**src/rtl/counter_timer_arbiter.sv**
```systemverilog
// Counter-timer arbiter: shares one oneshot down-counting timer among four
// requesters. Each run writes the reset value, starts the timer, waits for
// the stop flag (or a withdrawn request), disables the timer and reports
// completion to the owner. Owners are picked round-robin.
//
// Handshake: req_i[k] is a level request that stays high until done_o[k]
// pulses (completed run) or until the requester drops it (abort). Dropping
// the request while the timer is being armed or running stops the run
// early and produces no done_o pulse.
module counter_timer_arbiter #(
  parameter bit IRQ_ENA = 1'b0
) (
  input  logic         wb_clk_i,
  input  logic         wb_rst_i,
  input  logic [3:0]   req_i,
  input  logic [127:0] req_val_i,
  output logic [3:0]   grant_o,
  output logic [3:0]   done_o,
  output logic         busy_o,
  output logic [3:0]   timer_val_we_o,
  output logic [31:0]  timer_val_do_o,
  output logic         timer_cfg_we_o,
  output logic [31:0]  timer_cfg_do_o,
  input  logic         timer_stop_i,
  output logic [2:0]   dbg_state_o
);

  typedef enum logic [2:0] {
    S_IDLE  = 3'd0,
    S_LOAD  = 3'd1,
    S_START = 3'd2,
    S_ARM1  = 3'd3,
    S_ARM2  = 3'd4,
    S_RUN   = 3'd5,
    S_STOP  = 3'd6,
    S_DONE  = 3'd7
  } state_e;

  state_e      state_q, state_d;
  logic [1:0]  owner_q, owner_d;
  logic [31:0] val_q, val_d;
  logic [1:0]  ptr_q, ptr_d;
  logic        abort_q, abort_d;

  logic [1:0]  win_idx;
  logic [1:0]  cand;
  logic        win_vld;
  logic        owner_req;
  logic [3:0]  owner_oh;

  assign owner_req   = req_i[owner_q];
  assign owner_oh    = 4'b0001 << owner_q;
  assign dbg_state_o = state_q;

  // Round-robin pick: first set request at or after the pointer, cyclically.
  // Scanning from the farthest offset down lets the nearest one win.
  always_comb begin
    win_vld = 1'b0;
    win_idx = ptr_q;
    cand    = ptr_q;
    for (int i = 3; i >= 0; i--) begin
      cand = ptr_q + 2'(i);
      if (req_i[cand]) begin
        win_idx = cand;
        win_vld = 1'b1;
      end
    end
  end

  // Next-state logic; abort_q remembers whether the run ended by withdrawal.
  always_comb begin
    state_d = state_q;
    owner_d = owner_q;
    val_d   = val_q;
    ptr_d   = ptr_q;
    abort_d = abort_q;
    case (state_q)
      S_IDLE: begin
        if (win_vld) begin
          owner_d = win_idx;
          val_d   = req_val_i[{win_idx, 5'd0} +: 32];
          abort_d = 1'b0;
          state_d = S_LOAD;
        end
      end
      S_LOAD:  state_d = S_START;
      S_START: begin
        if (!owner_req) begin
          abort_d = 1'b1;
          state_d = S_STOP;
        end else begin
          state_d = S_ARM1;
        end
      end
      // The stop flag may still be set from the previous run while the
      // restarted timer settles, so only the request is watched here.
      S_ARM1: begin
        if (!owner_req) begin
          abort_d = 1'b1;
          state_d = S_STOP;
        end else begin
          state_d = S_ARM2;
        end
      end
      S_ARM2: begin
        if (!owner_req) begin
          abort_d = 1'b1;
          state_d = S_STOP;
        end else begin
          state_d = S_RUN;
        end
      end
      S_RUN: begin
        if (!owner_req) begin
          abort_d = 1'b1;
          state_d = S_STOP;
        end else if (timer_stop_i) begin
          state_d = S_STOP;
        end
      end
      S_STOP: begin
        ptr_d   = owner_q + 2'd1;
        state_d = abort_q ? S_IDLE : S_DONE;
      end
      S_DONE:  state_d = S_IDLE;
      default: state_d = S_IDLE;
    endcase
  end

  // State and run-context registers; reset abandons any run in flight.
  always_ff @(posedge wb_clk_i or posedge wb_rst_i) begin
    if (wb_rst_i) begin
      state_q <= S_IDLE;
      owner_q <= 2'd0;
      val_q   <= 32'd0;
      ptr_q   <= 2'd0;
      abort_q <= 1'b0;
    end else begin
      state_q <= state_d;
      owner_q <= owner_d;
      val_q   <= val_d;
      ptr_q   <= ptr_d;
      abort_q <= abort_d;
    end
  end

  // Outputs decode from the registered state only, so reset clears them
  // without waiting for a clock.
  always_comb begin
    busy_o         = (state_q != S_IDLE);
    grant_o        = busy_o ? owner_oh : 4'd0;
    done_o         = (state_q == S_DONE) ? owner_oh : 4'd0;
    timer_val_we_o = 4'd0;
    timer_val_do_o = 32'd0;
    timer_cfg_we_o = 1'b0;
    timer_cfg_do_o = 32'd0;
    case (state_q)
      S_LOAD: begin
        timer_val_we_o = 4'hF;
        timer_val_do_o = val_q;
      end
      S_START: begin
        timer_cfg_we_o = 1'b1;
        timer_cfg_do_o = {27'd0, IRQ_ENA, 1'b0, 1'b0, 1'b1, 1'b1};
      end
      S_STOP: begin
        timer_cfg_we_o = 1'b1;
        timer_cfg_do_o = 32'd0;
      end
      default: ;
    endcase
  end

endmodule

```
**config.mk**
```make
export PLATFORM = sky130hd
export DESIGN_NAME = counter_timer_arbiter
export DESIGN_NICKNAME = d
export VERILOG_FILES = /design/src/rtl/counter_timer_arbiter.sv
export SDC_FILE = /design/constraint.sdc
export NUM_CORES = 1
export LEC_CHECK = 0
export CAP_MARGIN = 20
export CORE_ASPECT_RATIO = 1.4
export CORE_MARGIN = 2
export CORE_UTILIZATION = 30
export DETAILED_ROUTE_END_ITERATION = 8
export HOLD_SLACK_MARGIN = 0.1
export PLACE_DENSITY_LB_ADDON = 0.08
export SYNTH_ARGS = -nofsm -noshare
export SYNTH_HDL_FRONTEND = slang
export SYNTH_SLANG_ARGS = --single-unit
```
**constraint.sdc**
```tcl
create_clock -name wb_clk_i -period 3.25 [get_ports wb_clk_i]
set_input_delay 0.325 -clock wb_clk_i [delete_from_list [all_inputs] [get_ports wb_clk_i]]
set_output_delay 0.325 -clock wb_clk_i [all_outputs]
set_load 0.01 [all_outputs]
```
# Word level (Yosys, flattened, before mapping)
# Index checks and enable logic that the tools add are counted.
# totals
register_bits	40
latchBits	0
ram_bits	0
mem_bits_ro	0
in_bits	135
out_inout_bits	81
elab_cells	69
n_memories	0
# op_classes
n_addsub	4
mul	0
div	0
magnitude_cmp	5
eq_ne	10
n_shift	2
mux	35
n_bitwise	0
reduce_logical	8
# op_table
op	count
$shiftx 128x8->32	1
$mux 32	1
$pmux 3 s8	1
$lt 2x3->1 const B	5
$mux 3	5
$mux 2	7
$eq 3x3->1 const B	4
$mux 1	12
$mux 4	3
$bmux 1 s2	5
$eq 3x2->1 const B	2
$add 2x1->2 const B	2
$add 2x2->2 const B	2
$ne 2x2->1 const B	2
$reduce_and 2->1	2
$reduce_or 4->1	1
$shl 1x2->4 const A	1
$eq 3x1->1 const B	1
$logic_not 3->1	1
$ne 3x3->1 const B	1
$reduce_and 3->1	1
$reduce_bool 3->1	1
$pmux 1 s2	1
$reduce_bool 2->1	1
$reduce_or 2->1	1

# Depth between registers and ports, before layout
# Gate-level depths: netlist (run 1).
# depth
ltp_word	9
ltp_mapped	7
ltp_nobuf	5

# Worst setup path before layout (run 1)
# No wires, ideal clock.
# synth_path
path_type	reg2out
start	register state_q[1] (netlist: dbg_state_o[1])
end	output timer_val_we_o[1]
arrival_time_ns	1.557
required_ns	2.925
path_slack_ns	1.368
path_stages_with_launch	6
n_path_buf	3
cell_sequence	dfrtp_1 -> clkbuf_1 -> nor2_1 -> clkbuf_1 -> and2_1 -> buf_4
# synth_via
elab_chain_cells	2
# synth_rtl
element	line	source
start: declaration	39	state_e state_q, state_d;
start signal: assignment	139	state_q <= state_d;
$eq 3x1->1	157	case (state_q)
$mux 4	157	
end: declaration	20	output logic [3:0] timer_val_we_o,
# No other way between the ends.

# Worst setup path after layout (run 1)
# layout_path
start	input req_i[3]
end	register val_q[19]
# layout_via
elab_chain_cells	7
word_cells_on_any_way	18
cone_classes	shift: 1; mux: 16; reduce/logical: 1
# layout_rtl
element	line	source
start: declaration	15	input logic [3:0] req_i,
$bmux 1 s2	63	if (req_i[cand]) begin
$mux 1 (implied by the code)	63	
$mux 2 / $mux 1 (equally long branches) (4 in series)	63	
$shiftx 128x8->32 / $reduce_and 2->1 (equally long branches)	--	
end signal: assignment	141	val_q <= val_d;
end: declaration	41	logic [31:0] val_q, val_d;
# Parallel ways exist; a longest one is shown, timed or not. The select of a mux whose other input is x is not followed.
# A chain may end at the register's enable or synchronous reset.

==> qor.yml, run 1 <==
die_w_um: 93.95
synthCells: 340
wl_um: 10800
rsz0062_at_grt: "false"
gp_congestion: 0.8168
tritoncts: "yes"
gr-total-overflow: 0
p_sw_share_pct: 41.43
post-dp-hpwl_um: 8044
cp-end-kind: "register"
ant_nets: 0
slew_headroom_pct: 56.11
ctsHoldBuffers: 0
synth_cell_types: 45
numCtsBuffers: 5
worst-path-buf-inv: 1
ys_ff_latch: 40
critPathTopFamily: "compound AO/OA/AOI/OAI gates"
hold_viol: 0
cp_cell_sequence: "clkdlybuf4s50_1 > and3b_1 > a2111oi_4 > o21a_4 > o211ai_1 > o311a_1"
met3_usage_pct: 3.695
cp.depth: 6
drive_above_1_share_pct: 11.42
period_needed_ns: 2.404
h-tree-depth: 2
syn_area_um2: 3398
worstPathMaxFanout: 32
dr.pass1.iters: 4
setup_violations: 0
drt_iter0_drc: 130
drcViolationCount: 0
required_ns: 3.41
p_switching_w: 0.001577
grt_antenna_before_repair: 0
intPower_w: 0.002230
period_share_pct: 73.98
tightest_slew_ns: 0.6584
num_vias: 3173
clkTransAtPathRegs_ns: 0.06
async_flop_share_pct: 100.0
grt_usage_pct: 17.46
vias_per_cell: 4.867
syn_area_per_cell_um2: 9.995
die-area_um2: 12210
fmax_mhz: 415.9
crit_type: "in -> reg"
grt_pass1_vias: 3242
area_growth_syn_to_layout_pct: 57.18
clock_path_buffers: 2
start_util_pct: 30.43
final.setup_skew_ns: 0.005758
rr_worst_depth: 5
hold_class: "in -> async"
synth-seq-area-share_pct: 29.46
startpoint_type: "input pin"
die_height_um: 129.9
final_nets: 649
drv_cap: 0
clkLatencyLatePin_ns: 0.28
status: "complete, no violations"
grt_max_degree: 43
met1_usage_pct: 17.56
synth_edf_count: 0
routedWlPerCell_um: 16.56
postCtsSetupBuffers: 0
cts.sinks: 40
use_met2_pct: 34.66
grt_pass1_wl_um: 16460
finalSetupTns_ns: 0
ir_worst_vdd_mv: 0.3821
grt-busiest-layer: "met2"
post_cts_resized: 0
numPortBuffers: 185
row_count: 46
ys.flop_type: "dfrtp_1"
cp_slowest_cell: "o21a_4"
power_w: 0.003807
drv_slew: 0
worstPathArrival_ns: 2.57
clkPwrFrac_pct: 12.0
ios: 216
ys.warnings.count: 0
crit_path_max_incr_delay_ns: 0.64
num-fill-cells: 1086
n_antenna_cell: 0
root_buffer: "clkbuf_16"
comb_power_share_pct: 63.7
power_density_nw_per_um2: 712.7
core_um2: 11170
p_leak_nw: 2.322
seq_power_share_pct: 24.3
-- path summary, 6_finish.rpt --
| path | end | slack (ns) | startpoint |
|---|---|---|---|
| hold / removal | val_q[27] | 0.48 | wb_rst_i |
| hold reg to reg | val_q[17] | 0.56 | val_q[17] |
| setup / recovery | val_q[19] | 0.85 | req_i[3] |
| min in group wb_clk_i | val_q[17] | 0.56 | val_q[17] |
| max in group asynchronous | ptr_q[1] | 2.39 | wb_rst_i |
| setup reg to reg | val_q[19] | 0.92 | dbg_state_o[1] |
-- flip-flops by register name (all words and copies together), names as in the netlist --
name,cells
owner_q,2
ptr_q,2
dbg_state_o,3
val_q,32
abort_q,1
-- kinds of logic after synthesis --
family                   synth area share, %
buffers and inverters                  13.29
XOR/XNOR                              0.2578
AO/OA/AOI/OAI                          19.04
adder cells (fa/ha/maj)                1.473
AND/OR/NAND/NOR                        16.68
multiplexers                           19.70
other                                 0.1104
flip-flops                             29.46
-- tightest hold or removal path, delay by kind of cell --
family / cells / cell delay, ns
buf+inv: 3 / 0.90
-- Yosys cell counts, types with 2 or more instances --
master | instances | area, um^2
ha_1 | 4 | 50.05
o21ai_0 | 6 | 30.03
dfrtp_1 | 40 | 1001
nor3_2 | 3 | 30.03
a21boi_1 | 2 | 15.01
nand2b_1 | 4 | 25.02
a221oi_2 | 30 | 450.4
nor2b_1 | 5 | 31.28
a21oi_1 | 7 | 35.03
mux2i_1 | 62 | 620.6
and3_1 | 33 | 206.5
nor3_1 | 2 | 10.01
and2_1 | 5 | 31.28
nor2_1 | 36 | 135.1
buf_4 | 38 | 285.3
buf_2 | 4 | 20.02
inv_1 | 9 | 33.78
nand2_1 | 7 | 26.28
clkbuf_1 | 11 | 41.29
buf_6 | 6 | 67.56
or2_2 | 2 | 12.51
-- layer usage --
metal  up-vias  share of wire [%]
met5         -                  0
met4         0                2.4
met3        19                5.3
met2       120                 57
met1      1517                 35
li1       1517                  -
-- cells in the final DEF, fill, tap and decap left out, drive strengths merged, types with 2 or more instances in the layout --
cell type,synthesis,routed
clkdlybuf4s50,0,185
mux2i,62,62
dfrtp,40,40
nor2,37,37
and3,33,33
a221oi,31,31
conb,1,30
buf,49,9
inv,9,8
nand2,7,7
a21oi,7,7
o21ai,6,6
and2,6,6
nor2b,5,5
clkbuf,11,5
nor3,5,5
nand2b,4,4
ha,4,4
a21boi,2,2
or2,2,2
mux2,2,2
-- power by group through the flow --
stage	registers [W]	logic, W	clock network [W]
floorplan	0.000880	0.00168	0
global placement	0.000918	0.00244	0
detailed placement	0.000928	0.00246	0
CTS	0.000922	0.00247	0.000471
global route	0.000955	0.00264	0.000497
finish	0.000924	0.00243	0.000456
-- area by class of cell --
type / instances / area (um^2) / area share, %
Sequential cell: 40 / 1001 / 18.74
Multi-Input combinational cell: 260 / 2069 / 38.74
Tap cell: 144 / 180.2 / 3.373
Inverter: 9 / 33.78 / 0.6325
Timing Repair Buffer: 194 / 1932 / 36.17
Clock buffer: 5 / 125.1 / 2.342
-- through the flow --
stage               hold WS, ns  util [%]  instances  area [um^2]  setup WS, ns
global placement         0.5565     46.72        647         5216        0.5680
floorplan                0.4828         -        369         3507         1.368
global route             0.5413     47.84        652         5341        0.7407
CTS                      0.5021     47.84        652         5341        0.8279
finish                   0.4799     47.84        652         5341        0.8455
detailed placement       0.5510     46.72        647         5216        0.5355
No activity file was read; power rests on OpenSTA's default activity.
==> run 2, diff against run 1 <==
clock period = 2.35 ns   (was 3.25 ns; I/O delays follow)
==> qor.yml, run 2 (synthesis results as in run 1) <==
drcViolationCount: 0  # unchanged
area_growth_syn_to_layout_pct: 61.93  # was 57.18%
layout_common_cells: "clkdlybuf4s50_1, mux2i_1, dfrtp_1"  # unchanged
cts.sinks: 40  # unchanged
final-instance-count-excl-fill: 667  # was 652
tritoncts: "yes"  # unchanged
period_share_pct: 92.77
drv_cap: 0  # unchanged
ir_worst_vdd_mv: 0.4503  # was 0.3821 mV
rr_worst_depth: 5  # unchanged
clock_path_buffers: 2  # unchanged
place_inst: 659  # was 647
tightest_slew_ns: 0.8872  # was 0.6584 ns
post-dp-hpwl_um: 8236  # was 8044 um
fmax_mhz: 458.7
crit_type: "reg -> out"  # was in -> reg
grt_antenna_before_repair: 0  # unchanged
numPortBuffers: 185  # unchanged
gp_congestion: 0.7740  # was 0.8168
clkLatencyLatePin_ns: 0.28  # about the same
routedWlPerCell_um: 16.09  # was 16.56 um
worstPathMaxFanout: 27  # was 32
endpoint: "timer_val_we_o[3]"  # was val_q[19]
numCtsBuffers: 5  # unchanged
reg2reg_to: "val_q[19]"  # unchanged
start_util_pct: 30.43  # unchanged
grt_pass1_vias: 3210  # was 3242
drv_slew: 0  # unchanged
die_height_um: 129.9  # unchanged
dr.pass1.iters: 4  # unchanged
vias_per_cell: 4.765  # was 4.867
regMostFlops: "val_q"  # unchanged
wl_um: 10730  # was 10800 um
mostFrequentLayoutCell: "clkdlybuf4s50_1"  # unchanged
hold_class: "in -> async"  # unchanged
drt_iter0_drc: 88  # was 130
post-route-util_pct: 49.28  # was 47.84%
ctsHoldBuffers: 0  # unchanged
grt_pass1_wl_um: 16530  # was 16460 um
grt_usage_pct: 17.34  # was 17.46%
p_leak_nw: 2.405  # was 2.322 nW
num_vias: 3178  # was 3173
largest_reg_flops: 32  # unchanged
hold_viol: 0  # unchanged
postCtsSetupBuffers: 0  # unchanged
rr_startpoint: "ptr_q[1]"  # was dbg_state_o[1]
status: "complete, no violations"  # unchanged
ant_nets: 0  # unchanged
h-tree-depth: 2  # unchanged
post_cts_resized: 0  # unchanged
die-area_um2: 12210  # unchanged
crit_start: "dbg_state_o[2]"  # was req_i[3]
startpoint_type: "register"  # was input pin
r2r_slack_ns: 0.27  # was 0.92 ns
root_buffer: "clkbuf_16"  # unchanged
core_um2: 11170  # unchanged
ios: 216  # unchanged
row_count: 46  # unchanged
rsz0062_at_grt: "false"  # unchanged
clkTransAtPathRegs_ns: 0.06  # about the same
die_w_um: 93.95  # unchanged
final.setup_skew_ns: 0.004274  # was 0.005758 ns
n_antenna_cell: 0  # unchanged
power_density_nw_per_um2: 998.0  # was 712.7 nW/um^2
grt_max_degree: 33  # was 43
setup_violations: 0  # unchanged
final_nets: 661  # was 649
period_needed_ns: 2.180
cp-end-kind: "output pin"  # was register
slew_headroom_pct: 40.49  # was 56.11%
gr-total-overflow: 0  # unchanged
required_ns: 2.12  # was 3.41 ns
worstPathArrival_ns: 1.95  # was 2.57 ns
drive_above_1_share_pct: 13.58  # was 11.42%
[run 2: cell types whose count changed in the layout (fill, tap and decap cells not counted), sizes merged]
cell    delta
buf       +12
clkbuf     +3
[run 2: worst min path at each step]
stage,cells after the start,slack (ns),startpoint,end
after floorplan,1,0.45,wb_rst_i,abort_q
after global placement,2,0.53,ptr_q[0],ptr_q[0]
after detailed placement,2,0.54,ptr_q[0],ptr_q[0]
after CTS,2,0.37,wb_rst_i,val_q[29]
after global routing,2,0.38,wb_rst_i,val_q[27]
final,2,0.34,wb_rst_i,val_q[27]
[run 2: layer usage]
metal / global-route usage [%] / wire [um]
met3: 3.233 / 565
met2: 34.37 / 6081
met4: 4.007 / 106
met5: 0 / 0
met1: 18.68 / 3979
[run 2: cell type report]
class	instances	area, um^2
Multi-Input combinational cell	260	2069
Sequential cell	40	1001
Tap cell	144	180.2
Timing Repair Buffer	206	2072
Inverter	9	33.78
Clock buffer	8	146.4
Fill cell	1050	5663
[run 2: per-stage QoR]
| step | setup TNS (ns) | setup WS, ns | power (W) | instance area [um^2] | hold slack [ns] |
|---|---|---|---|---|---|
| 2_1_floorplan | 0 | 0.5583 | 0.003533 | 3507 | 0.4528 |
| 4_1_cts | 0 | 0.1494 | 0.005562 | 5503 | 0.3682 |
| 3_5_place_dp | -1.270 | -0.1138 | 0.004839 | 5356 | 0.5429 |
| 6_report | 0 | 0.1699 | 0.005492 | 5503 | 0.3390 |
| 5_1_grt | 0 | 0.04429 | 0.005914 | 5503 | 0.3759 |
| 3_3_place_gp | -0.1449 | -0.05289 | 0.004805 | 5356 | 0.5320 |
[run 2: critical path: stages (launching register included)]
cell             delay [ns]
dfrtp_1                0.49
nor2_2                 0.20
buf_12                 0.19
and2_1                 0.21
clkdlybuf4s50_1        0.56
[run 2: where the power goes]
| part | switching [W] | leakage (nW) | total, W | internal (W) |
|---|---|---|---|---|
| logic | 0.00172 | 1.89 | 0.00353 | 0.00181 |
| registers | 0.000226 | 0.445 | 0.00127 | 0.00104 |
| clock network | 0.000270 | 0.0712 | 0.000694 | 0.000424 |
